===== config.mk =====
export PLATFORM = sky130hd
export DESIGN_NAME = nco_sweep_ctrl
export DESIGN_NICKNAME = d
export VERILOG_FILES = /design/src/rtl/nco_sweep_ctrl.sv
export SDC_FILE = /design/constraint.sdc
export NUM_CORES = 1
export LEC_CHECK = 0
export ABC_AREA = 1
export CORE_MARGIN = 2
export CORE_UTILIZATION = 39
export DETAILED_ROUTE_END_ITERATION = 7
export REMOVE_ABC_BUFFERS = 1
export SLEW_MARGIN = 40
export SYNTH_ARGS = -nofsm -noshare
export SYNTH_HDL_FRONTEND = slang
export SYNTH_SLANG_ARGS = --single-unit

===== constraint.sdc =====
create_clock -name CLK -period 4.8 [get_ports CLK]
set_clock_uncertainty 0.1 [all_clocks]
set_input_delay 1.2 -clock CLK [delete_from_list [all_inputs] [get_ports CLK]]
set_output_delay 1.2 -clock CLK [all_outputs]
set_load 0.005 [all_outputs]

===== src/rtl/nco_sweep_ctrl.sv =====
// Frequency sweep controller: steps an NCO phase increment from start to stop,
// holding each frequency for a programmable dwell, with optional looping.
module nco_sweep_ctrl #(
    parameter int unsigned PHASE_INC_BITS = 26,
    parameter int unsigned DWELL_BITS     = 16
) (
    input  logic                      CLK,
    input  logic                      RSTb,
    input  logic                      cfg_valid,
    output logic                      cfg_ready,
    input  logic [PHASE_INC_BITS-1:0] cfg_start,
    input  logic [PHASE_INC_BITS-1:0] cfg_stop,
    input  logic [PHASE_INC_BITS-1:0] cfg_step,
    input  logic [DWELL_BITS-1:0]     cfg_dwell,
    input  logic                      cfg_loop,
    input  logic                      abort,
    output logic [PHASE_INC_BITS-1:0] phase_inc,
    output logic                      busy,
    output logic                      step_strobe,
    output logic                      sweep_done
);

    localparam int unsigned PW = PHASE_INC_BITS;
    localparam int unsigned DW = DWELL_BITS;

    typedef enum logic [1:0] {
        IDLE  = 2'd0,
        DWELL = 2'd1,
        STEP  = 2'd2,
        DONE  = 2'd3
    } state_t;

    state_t          state, state_nxt;
    logic [PW-1:0]   phase_nxt;
    logic [DW-1:0]   dwell_cnt, dwell_nxt;
    logic            strobe_nxt, done_nxt;
    logic            cfg_load;

    logic [PW-1:0]   start_q, stop_q, step_q;
    logic [DW-1:0]   dwell_q;
    logic            loop_q;

    // Next phase increment carries one extra bit so accumulator overflow ends the sweep
    logic [PW:0]     next_sum;
    logic            end_reached;

    assign next_sum    = {1'b0, phase_inc} + {1'b0, step_q};
    assign end_reached = (step_q == '0) || next_sum[PW] || (next_sum > {1'b0, stop_q});

    // Combinational ready: only in IDLE and never while abort is asserted
    assign cfg_ready = (state == IDLE) && !abort;
    assign busy      = (state != IDLE);

    // Next-state and datapath decode; abort overrides everything
    always_comb begin
        state_nxt  = state;
        phase_nxt  = phase_inc;
        dwell_nxt  = dwell_cnt;
        strobe_nxt = 1'b0;
        done_nxt   = 1'b0;
        cfg_load   = 1'b0;
        if (abort) begin
            state_nxt = IDLE;
            phase_nxt = '0;
            dwell_nxt = '0;
        end else begin
            unique case (state)
                IDLE: begin
                    if (cfg_valid) begin
                        cfg_load  = 1'b1;
                        phase_nxt = cfg_start;
                        dwell_nxt = cfg_dwell;
                        state_nxt = DWELL;
                    end
                end
                DWELL: begin
                    if (dwell_cnt == '0) begin
                        state_nxt = STEP;
                    end else begin
                        dwell_nxt = dwell_cnt - DW'(1);
                    end
                end
                STEP: begin
                    if (!end_reached) begin
                        phase_nxt  = next_sum[PW-1:0];
                        strobe_nxt = 1'b1;
                        dwell_nxt  = dwell_q;
                        state_nxt  = DWELL;
                    end else if (loop_q) begin
                        phase_nxt = start_q;
                        dwell_nxt = dwell_q;
                        state_nxt = DWELL;
                    end else begin
                        done_nxt  = 1'b1;
                        state_nxt = DONE;
                    end
                end
                DONE: begin
                    state_nxt = IDLE;
                end
                default: begin
                    state_nxt = IDLE;
                end
            endcase
        end
    end

    // State, datapath and pulse registers with synchronous active-low reset
    always_ff @(posedge CLK) begin
        if (!RSTb) begin
            state       <= IDLE;
            phase_inc   <= '0;
            dwell_cnt   <= '0;
            step_strobe <= 1'b0;
            sweep_done  <= 1'b0;
            start_q     <= '0;
            stop_q      <= '0;
            step_q      <= '0;
            dwell_q     <= '0;
            loop_q      <= 1'b0;
        end else begin
            state       <= state_nxt;
            phase_inc   <= phase_nxt;
            dwell_cnt   <= dwell_nxt;
            step_strobe <= strobe_nxt;
            sweep_done  <= done_nxt;
            if (cfg_load) begin
                start_q <= cfg_start;
                stop_q  <= cfg_stop;
                step_q  <= cfg_step;
                dwell_q <= cfg_dwell;
                loop_q  <= cfg_loop;
            end
        end
    end

endmodule

== Word level (Yosys, flattened, before mapping) ==
Index checks and enable logic that the tools add are counted.
Storage, ports and cells
  logic and storage cells: 58
  output and inout port bits: 30
  bits of input ports: 99
  register bits: 141
Operators by class
  reduce and logical (&&, ||, !) cells: 16
  bitwise logic cells: 3
  magnitude comparators: 1
  add/sub/neg operators: 2
  multiplexer cells: 19
  equal/unequal tests: 7
Operators with widths (number)
  26-bit 2-to-1 mux: 3
  16-bit 2-to-1 mux: 4
  26-bit one-hot mux with 2 select lines: 1
  16-bit one-hot mux with 3 select lines: 1
  26-bit by 26-bit adder with 27-bit output: 1
  27-bit by 26-bit greater-than comparator with 1-bit output: 1
  26-bit zero test: 1
  16-bit zero test: 1
  16-bit by 1-bit subtractor with 16-bit output (second input constant): 1
  2-bit 2-to-1 mux: 4
  2-bit one-hot mux with 4 select lines: 1
  2-bit inequality test (second input constant): 3
  1-bit 2-to-1 mux: 5
  2-bit == test (second input constant): 2
  4-bit AND reduction: 1
  2-bit nonzero test: 2
  4-bit OR reduction: 1
  3-bit inequality test (second input constant): 1
  1-bit inverter: 3
  3-bit AND reduction: 1
  3-bit nonzero test: 1
  3-bit OR reduction: 1
  2-bit by 1-bit == test with 1-bit output (second input constant): 1
  2-bit zero test: 1
  other kinds (5): 6

== Logic depth before layout (Yosys ltp) ==
  depth in word-level cells: 5
  mapped depth: 29
  gate-level depth less buffers: 28

== Worst setup path before layout ==
No wires, ideal clock.
  kind: register -> register
  start point: register phase_inc[0]
  end point: register phase_inc[2]
  data arrival time: 3549 ps
  library setup time: 113 ps
  data required time: 4587 ps
  path buffers: 2
  period minus slack after synthesis: 3762 ps
  stages on the path, launching flop included: 27
  slack: 1038 ps
  cell sequence: dfxtp_1 ha_1 inv_1 fa_1 o21bai_1 nand2_1 nand2_1 nand3_1 nand2_1 a21o_1 a21o_1 xor2_1 ha_1 a21oi_1 nor2_1 a211oi_1 nor2_1 nor2_1 nand2_1 nand2_2 nand2_4 nand3_4 nand3_2 buf_6 buf_6 nor2_1 nor2_1
On the way
  longest elaborated chain between the ends: 5
  elaborated cells on any way between the ends: 8
  those cells by class: add/sub: 1; order compare: 1; eq/ne: 1; mux: 2; reduce/logical: 3
RTL lines
  start: declaration: line 17  | output logic [PHASE_INC_BITS-1:0] phase_inc,
  start signal: assignment: line 123  | phase_inc <= phase_nxt;
  26-bit by 26-bit adder with 27-bit output *: line 47  | assign next_sum = {1'b0, phase_inc} + {1'b0, step_q};
  27-bit by 26-bit greater-than comparator with 1-bit output / 1-bit logical OR (equally long branches): line 48  | assign end_reached = (step_q == '0) || next_sum[PW] || (next_sum > {1'b0, stop_q});
  1-bit logical OR: line 48
  3-bit inequality test (no source line) / 26-bit 2-to-1 mux (equally long branches)
  3-bit AND reduction (no source line) / 26-bit one-hot mux with 2 select lines (equally long branches)
Every way passes the cells marked *; elsewhere a longest branch is shown, timed or not.
A chain may end at the register's enable or synchronous reset.

== Worst setup path after layout ==
  start point: register phase_inc[0]
  end point: register phase_inc[12]
Same word-level chain as after synthesis.

==> metrics.cfg <==
[worst_setup_path]
startpoint_type = flop
r2r_start = phase_inc[0]
critPathRequiredTime_ns = 5.06
cp-startpoint = phase_inc[0]
ff2ff_path_depth = 25
worstPathArrival_ns = 4.65
setup.worst_path.end = phase_inc[12]
reg2reg_to = phase_inc[12]
path_class = reg -> reg
crit_cells = 25
rrSetupSlack_ns = 0.41
cp_top_family = simple AND/OR/NAND/NOR gates
slowest_delay_ns = 0.43
path_buf_inv = 2
setup.worst_path.end_class = flop
crit_fanout = 19
critPathSlowestCell = fa_1

[floorplan]
ios = 129
die_area_um2 = 22700
initial_utilization = 0.398
die_x_um = 151
row_count = 53
die_h_um = 151
core_um2 = 21100

[yosys]
synth_area_leaders = dfxtp_1 (34%), nand2_1 (11%), nor2_1 (9.6%), o21ai_0 (8.5%), ha_1 (8.5%)
synth-compound-area-share = 0.175
synth-edff-count = 0
ys.flop_type = dfxtp_1
synth.most_common_cell = nand2_1
synthArstFlopShare = 0
synth_cell_types = 40
synth_top_family_by_area = simple AND/OR/NAND/NOR gates
synth-xor-area-share = 0.0261
synthSimpleGateAreaFrac = 0.275
ys_seq_area_frac = 0.336
synth_mux_area_frac = 0
ys_ff_latch = 141
yosysWarnings = 0
synth_common_cells = nand2_1 (253), nor2_1 (215), inv_1 (158)
yosysTopAreaCellShare = 0.336
synth_fa_ha_area_frac = 0.0873
syn_area_per_cell_um2 = 6.53
synth_cells = 1287
yosys.area.top_type = dfxtp_1
syn_area_um2 = 8400

[routing]
top_layer_used = met5
drt.antenna.violating_nets = 0
drt_iter0_markers = 427
dr.pass1.iters = 5
drt-met1-wl_um = 11100
wl_met3_um = 1500
met2WireLength_um = 11500
routed_wl_um = 24800
wl_per_cell_um = 14.8
drc = 0
vias = 8347
viasPerCell = 4.98

[timing]
final_hold_viol_count = 0
fin_crit_ns = 4.39
worst_slew_pin_slew_ns = 0.805
period_share = 0.915
maxSlewViolCount = 0
rsz0062_at_grt = no
relSlewSlack = 0.462
setup_viol = 0
clock.fmax_mhz = 228
fin_hold_ws_ns = 0.359

[cts]
cts_tree = built
clockBufferDepth = 2
cts.sinks = 141
numCtsBuffers = 17
clk_latency_ns = 0.42
cts.reportedPaths.clkPinSlew_ns = 0.06
clockRootBuffer = clkbuf_16
htreeDepth = 4

[grt]
antenna_found_initial = 2
grt_pass1_wl_um = 39400
overflow = 0
grt_use_total = 0.221
grt_pass1_vias = 7801
grt_max_degree = 96

[flow_run]
maxCapViolCount = 0

[pwr]
power_leakage_nw = 4.78
power_density_nw_per_um2 = 343
vdd_drop_max_mv = 0.224

[placed_design]
gp_congestion = 0.900
dp_hpwl_um = 17600
dp_cells = 1643
port_buffers = 128

[layout]
syn_to_final_growth_pct = 25.4
layout.cells.non_filler = 1677
fin_util = 0.500
final_nets = 1545
drive_gt1_frac = 0.0443

[min_path]
hp-class = reg -> reg

[outcome]
status = complete, no violations

## cells in the final DEF, fill, tap and decap left out, types with 3 or more instances in the layout
cell / Yosys / layout
bufinv_16: 0 / 4
a22oi_1: 5 / 5
ha_1: 57 / 56
nor4_1: 6 / 6
buf_4: 1 / 7
inv_1: 158 / 157
nor3_1: 9 / 9
clkbuf_16: 0 / 17
nor2_1: 215 / 213
o21bai_1: 3 / 3
xnor2_1: 8 / 8
nand3_1: 58 / 58
clkdlybuf4s50_1: 0 / 127
clkinv_2: 0 / 5
dfxtp_1: 141 / 141
o21ai_0: 143 / 143
nand4_1: 12 / 12
nand3_2: 3 / 3
a21oi_1: 110 / 110
nand2_1: 253 / 252
o211ai_1: 3 / 3
xor2_1: 17 / 17
a21o_1: 4 / 4
## layer usage
metal  vias up  GRT usage
met5         -          0
met4         2     0.0846
met3        47     0.0503
met2       206      0.371
met1      3729      0.276
li1       4363          -
## registers in the layout (all words and copies together), names as in the netlist, 2 cells and up
signal	count
phase_inc	26
stop_q	26
dwell_cnt	16
step_q	26
dwell_q	16
start_q	26
state	2
## worst reg2reg max path, delay by kind of cell, from the launching register on
family,cells,cell delay (ns)
adders and majority gates,3,0.95
buffers and inverters,2,0.33
xor gates and xnor gates,1,0.19
AOI/OAI and AO/OA,5,0.89
and+or+nand+nor,14,1.51
DFF,1,0.35
## report_power, final
part,internal (mW),leakage [nW],total (mW),switching [mW]
Combinational,0.344,3.31,0.876,0.532
Sequential,1.26,1.16,1.31,0.0517
Clock,0.896,0.307,1.43,0.534
## kinds of logic after synthesis
| group | after synthesis |
|---|---|
| buffers and inverters | 218 |
| adder cells (fa/ha/maj) | 58 |
| XOR/XNOR | 25 |
| AND/OR/NAND/NOR | 565 |
| AO/OA/AOI/OAI | 280 |
| flip-flops | 141 |
## what timing repair did
| item | in CTS | in global routing |
|---|---|---|
| endpoints found under the hold margin | 0 | 0 |
| setup buffers | 0 | 1 |
| endpoints found under the setup margin | 0 | 34 |
| hold buffers | 0 | 0 |
| gates resized for setup | 0 | 5 |
## area by class of cell
type / count / area [um^2]
Clock inverter: 11 / 165
Multi-Input combinational cell: 928 / 4760
Antenna cell: 1 / 2.50
Timing Repair Buffer: 138 / 1370
Tap cell: 275 / 344
Clock buffer: 21 / 460
Fill cell: 2168 / 10500
Sequential cell: 141 / 2820
Inverter: 162 / 614
## worst min-delay path by stage
stage | from | endpoint | slack [ns] | cells after the start
4_1_cts | start_q[7] | start_q[7] | 0.36 | 2
3_3_place_gp | start_q[4] | start_q[4] | 0.34 | 2
3_5_place_dp | start_q[7] | start_q[7] | 0.35 | 2
6_report | start_q[4] | start_q[4] | 0.36 | 2
5_1_grt | start_q[7] | start_q[7] | 0.38 | 2
2_1_floorplan | start_q[24] | start_q[24] | 0.33 | 2
## stage by stage
stage / power [mW] / worst slack [ns] / cell area [um^2] / TNS (ns)
after floorplan: 1.86 / -0.135 / 8160 / -0.675
after global placement: 2.19 / 0.214 / 9880 / 0
after detailed placement: 2.20 / 0.0903 / 9880 / 0
after CTS: 3.63 / 0.0488 / 10500 / 0
after global routing: 3.80 / 0.0115 / 10500 / 0
final: 3.61 / 0.410 / 10500 / 0
(Power assumes the default switching activity.)
